--- config.mk ---
export PLATFORM = sky130hd
export DESIGN_NAME = apb_master_bridge
export DESIGN_NICKNAME = d
export VERILOG_FILES = /design/src/rtl/apb_master_bridge_pkg.sv /design/src/rtl/apb_master_bridge_timeout_cnt.sv /design/src/rtl/apb_master_bridge.sv
export SDC_FILE = /design/constraint.sdc
export NUM_CORES = 1
export LEC_CHECK = 0
export ABC_AREA = 1
export ABC_CLOCK_PERIOD_IN_PS = 1200
export CELL_PAD_IN_SITES_DETAIL_PLACEMENT = 1
export CELL_PAD_IN_SITES_GLOBAL_PLACEMENT = 1
export CORE_UTILIZATION = 29
export DETAILED_ROUTE_END_ITERATION = 10
export PLACE_DENSITY = 0.84
export SETUP_SLACK_MARGIN = 0.1
export SYNTH_ARGS = -nofsm -noshare
export SYNTH_HDL_FRONTEND = slang
export SYNTH_SLANG_ARGS = --single-unit
--- constraint.sdc ---
create_clock -name clk -period 1.2 [get_ports clk]
set_input_delay 0.12 -clock clk [delete_from_list [all_inputs] [get_ports clk]]
set_output_delay 0.12 -clock clk [all_outputs]
set_load 0.01 [all_outputs]
--- src/rtl/apb_master_bridge_pkg.sv ---
// apb_master_bridge_pkg: APB bridge state encoding and default timeout.
package apb_master_bridge_pkg;
  typedef enum logic [1:0] {IDLE = 2'd0, SETUP = 2'd1, ACCESS = 2'd2} apb_state_e;
  localparam int DEFAULT_TIMEOUT_CYCLES = 255;
endpackage

--- src/rtl/apb_master_bridge_timeout_cnt.sv ---
// apb_timeout_cnt: counts consecutive stalled ACCESS cycles and flags the LIMIT-th one.
module apb_timeout_cnt #(
  parameter int LIMIT = 255
) (
  input  logic clk,
  input  logic reset,
  input  logic clear,
  input  logic count,
  output logic expired
);
  localparam int W = $clog2(LIMIT + 1);
  logic [W-1:0] cnt;
  always_ff @(posedge clk or negedge reset) begin
    if (!reset) cnt <= '0;
    else if (clear) cnt <= '0;
    else if (count) cnt <= cnt + 1'b1;
  end
  // expired fires on the stalled cycle that would make the count reach LIMIT
  assign expired = count && cnt == W'(LIMIT - 1);
endmodule

--- src/rtl/apb_master_bridge.sv ---
// apb_master_bridge: single-outstanding core-to-APB master bridge.
// Optional ACCESS-phase timeout abort is enabled with APB_MASTER_TIMEOUT_EN.
module apb_master_bridge
  import apb_master_bridge_pkg::*;
#(
  parameter int BUS_WIDTH      = 16,
  parameter int TIMEOUT_CYCLES = DEFAULT_TIMEOUT_CYCLES
) (
  input  logic                 clk,
  input  logic                 reset,
  input  logic                 req_valid,
  output logic                 req_ready,
  input  logic                 req_write,
  input  logic [BUS_WIDTH-1:0] req_addr,
  input  logic [BUS_WIDTH-1:0] req_wdata,
  output logic                 resp_valid,
  output logic [BUS_WIDTH-1:0] resp_rdata,
  output logic                 resp_err,
  output logic [BUS_WIDTH-1:0] M_PADDR,
  output logic                 M_PWRITE,
  output logic                 M_PSELx,
  output logic                 M_PENABLE,
  output logic [BUS_WIDTH-1:0] M_PWDATA,
  input  logic [BUS_WIDTH-1:0] M_PRDATA,
  input  logic                 M_PREADY
);
  apb_state_e state;
  logic timeout;
`ifdef APB_MASTER_TIMEOUT_EN
  logic err;
  apb_timeout_cnt #(.LIMIT(TIMEOUT_CYCLES)) u_cnt (
    .clk     (clk),
    .reset   (reset),
    .clear   (state != ACCESS || M_PREADY),
    .count   (state == ACCESS && !M_PREADY),
    .expired (timeout)
  );
  always_ff @(posedge clk or negedge reset) begin
    if (!reset) err <= 1'b0;
    else err <= timeout;
  end
  assign resp_err = err;
`else
  assign timeout  = 1'b0;
  assign resp_err = 1'b0;
`endif
  assign req_ready = reset && state == IDLE;
  always_ff @(posedge clk or negedge reset) begin
    if (!reset) begin
      state      <= IDLE;
      M_PSELx    <= 1'b0;
      M_PENABLE  <= 1'b0;
      M_PWRITE   <= 1'b0;
      M_PADDR    <= '0;
      M_PWDATA   <= '0;
      resp_valid <= 1'b0;
      resp_rdata <= '0;
    end else begin
      resp_valid <= 1'b0;
      case (state)
        IDLE: if (req_valid) begin
          state    <= SETUP;
          M_PSELx  <= 1'b1;
          M_PADDR  <= req_addr;
          M_PWDATA <= req_wdata;
          M_PWRITE <= req_write;
        end
        SETUP: begin
          state     <= ACCESS;
          M_PENABLE <= 1'b1;
        end
        ACCESS: if (M_PREADY || timeout) begin
          state      <= IDLE;
          M_PSELx    <= 1'b0;
          M_PENABLE  <= 1'b0;
          resp_valid <= 1'b1;
          // stores and aborted transfers return zero data
          resp_rdata <= (M_PWRITE || !M_PREADY) ? '0 : M_PRDATA;
        end
        default: state <= IDLE;
      endcase
    end
  end
endmodule

==> results_dict.tcl <==
set metrics [dict create \
    grt_pass1_wl_um 13300 \
    remaining_drc_errors 0 \
    status "finished, violations left" \
    grt_max_degree 55 \
    p_sw_share_pct 40.1 \
    htreeDepth 2 \
    grt_use_met2_pct 37.5 \
    slew-limit-headroom_pct 52.6 \
    post-route-period-util_pct 109 \
    path_buf_inv 3 \
    ff2ff_path_depth 7 \
    vdd_ir_drop_max_v 0.00106 \
    whs_ns -0.00748 \
    regArea_sq_um 1350 \
    grt.overflow.total 0 \
    drv_slew 0 \
    clkPwrFrac_pct 9.9 \
    path_clk_slew_ns 0.11 \
    cpPeakStageDelay_ns 0.42 \
    cts_sinks 54 \
    syn_area_sq_um 2320 \
    diodes 0 \
    synthCells 269 \
    path_class "register to register" \
    ys.warnings.count 0 \
    ys_seq_area_share_pct 58.3 \
    final_nets 468 \
    grt_usage_pct 20.8 \
    hold_buffers 0 \
    wl_per_cell_um 16.5 \
    dp_hpwl_um 4670 \
    ios 107 \
    multi_input_area_sq_um 1100 \
    final_common_cell "nand2_1" \
    grt_setup_unrepaired "true" \
    vias_per_cell 4.64 \
    ant_nets 0 \
    arrival_ns 1.52 \
    io_buffer_count 105 \
    switching_power_w 0.00424 \
    p_int_w 0.00634 \
    grt.busiest_layer "met2" \
    cp_cell_sequence "nor2_4, buf_6, nand2_8, buf_12, buf_16, nand2_4, nand2_1" \
    met3_usage_pct 5.53 \
    synth_seq_cells 54 \
    slowest_stage "dfrtp_1" \
    comb_power_share_pct 59.2 \
    area_growth_pct 83.3 \
    cts-root-buf "clkbuf_8" \
    drtPass1Iterations 4 \
    cts_made_buffers 5 \
    required_ns 1.41 \
    grt_util_met1_pct 24.5 \
    cp_top_family "buffers and inverters" \
    fin_setup_tns_ns -1.74 \
    fp.dieH_um 91.4 \
    setup_viol_count_final 35 \
    p_per_area_nw_per_um2 2490 \
    critPathMaxFanout 8 \
    clockBufferDepth 2 \
    nFillCells 859 \
    crit_cells 7 \
    violations "hold timing, setup timing" \
    fin_ws_ns -0.105 \
    p_seq_share_pct 30.9 \
    clock.fmax_ghz 0.766 \
    wl_um 8570 \
    tightestPinTransition_ns 0.712 \
    die_w_um 91.4 \
    hp-class "input pin to async pin" \
    cts_tree "yes" \
    drive_above_1_share_pct 37.7 \
    final_core_util_pct 55.0 \
    core_area_sq_um 7730 \
    grt_pass1_vias 2532 \
    finalPower_w 0.0106 \
    antenna_found_initial 0 \
    drt_iter0_drc 64 \
    syn_nets 322 \
    cp-end-kind "register" \
    die_area_sq_um 8350 \
    ys_types 15 \
    clk_latency_ns 0.31 \
    maxCapViolations 0 \
    core.rowCount 32 \
    place_congestion 0.689 \
    hold_viol_final 15 \
    start_kind "register" \
    postSynthAreaPerCell_sq_um 8.61 \
    min_period_ns 1.30 \
    skew_ns 0.0111 \
    leakage_nw 2.17 \
    initial_utilization_pct 30.0 \
    via_count 2401 \
    final_cell_mix "nand2_1, dfrtp_1, clkdlybuf4s50_1, nand3_1, buf_4" \
]
path summary, 6_finish.rpt:
path | startpoint | to | slack (ns)
worst max-delay path | state[0] | M_PADDR[13] | -0.10
worst min-delay path | reset | M_PWDATA[2] | -0.007
worst max register to register | state[0] | M_PADDR[13] | -0.10
worst min register to register | resp_rdata[5] | resp_rdata[5] | 0.49
max in group asynchronous | reset | resp_rdata[9] | 0.73
min in group clk | req_addr[12] | M_PADDR[12] | 0.36
cell families (layout without fill, tap and decap cells):
| family | after synthesis | in the layout | synth area share (%) |
|---|---|---|---|
| flip-flops | 54 | 54 | 58.3 |
| AND/OR/NAND/NOR | 174 | 177 | 32.4 |
| AO/OA/AOI/OAI | 1 | 1 | 0.216 |
| other | 1 | 1 | 0.162 |
| buffers and inverters | 39 | 183 | 8.91 |
synth_stat cells:
library cell	number	area, sq um
dfrtp_1	54	1350
nand2_4	1	11.3
o21ai_0	1	5.00
inv_2	1	3.75
buf_6	5	56.3
nand3_4	1	17.5
nor2_1	17	63.8
buf_2	6	30.0
nor2_4	2	22.5
nand2_1	104	390
buf_4	4	30.0
clkbuf_1	2	7.51
nand3_1	49	245
inv_1	21	78.8
conb_1	1	3.75
repair_timing:
action / 4_1_cts / 5_1_grt
pin swaps: 12 / 13
gates resized for setup: 148 / 87
gates cloned: 10 / 0
endpoints found under the setup margin: 104 / 90
hold endpoints to repair: 0 / 0
buffers inserted: 19 / 15
flip-flops by register name, summed over array words and instances, names as in the netlist:
register,cells
M_PENABLE,1
M_PWRITE,1
M_PSELx,1
state,2
resp_rdata,16
M_PWDATA,16
M_PADDR,16
resp_valid,1
cell type report:
type | instances | area share, %
Inverter | 22 | 2.03
Multi-Input combinational cell | 179 | 25.8
Clock buffer | 6 | 1.71
Sequential cell | 54 | 31.8
Clock inverter | 2 | 0.324
Tap cell | 102 | 3.01
Timing Repair Buffer | 153 | 35.3
per-layer routing:
layer  share of wire (%)  up-vias
met5                   0        -
met4                 1.3        0
met3                 5.6       12
met2                  52       86
met1                  41     1179
li1                    -     1124
power groups by stage:
| stage | Sequential (W) | Clock (W) | Combinational (W) |
|---|---|---|---|
| final | 0.00327 | 0.00105 | 0.00626 |
| after detailed placement | 0.00322 | 0 | 0.00431 |
| after global routing | 0.00335 | 0.00113 | 0.00675 |
| after CTS | 0.00323 | 0.00108 | 0.00588 |
| after floorplan | 0.00356 | 0 | 0.00158 |
| after global placement | 0.00318 | 0 | 0.00417 |
metrics by stage:
step / setup WS [ns] / cell area, sq um / std cells / hold slack [ns]
detailed placement: -0.115 / 3480 / 469 / 0.372
CTS: -0.0895 / 4130 / 506 / 0.0222
floorplan: 0.100 / 2320 / 269 / -0.176
global placement: -0.104 / 3480 / 469 / 0.364
finish: -0.105 / 4250 / 518 / -0.00748
global route: -0.159 / 4250 / 518 / 0.0554
No activity file was read; power rests on OpenSTA's default activity.
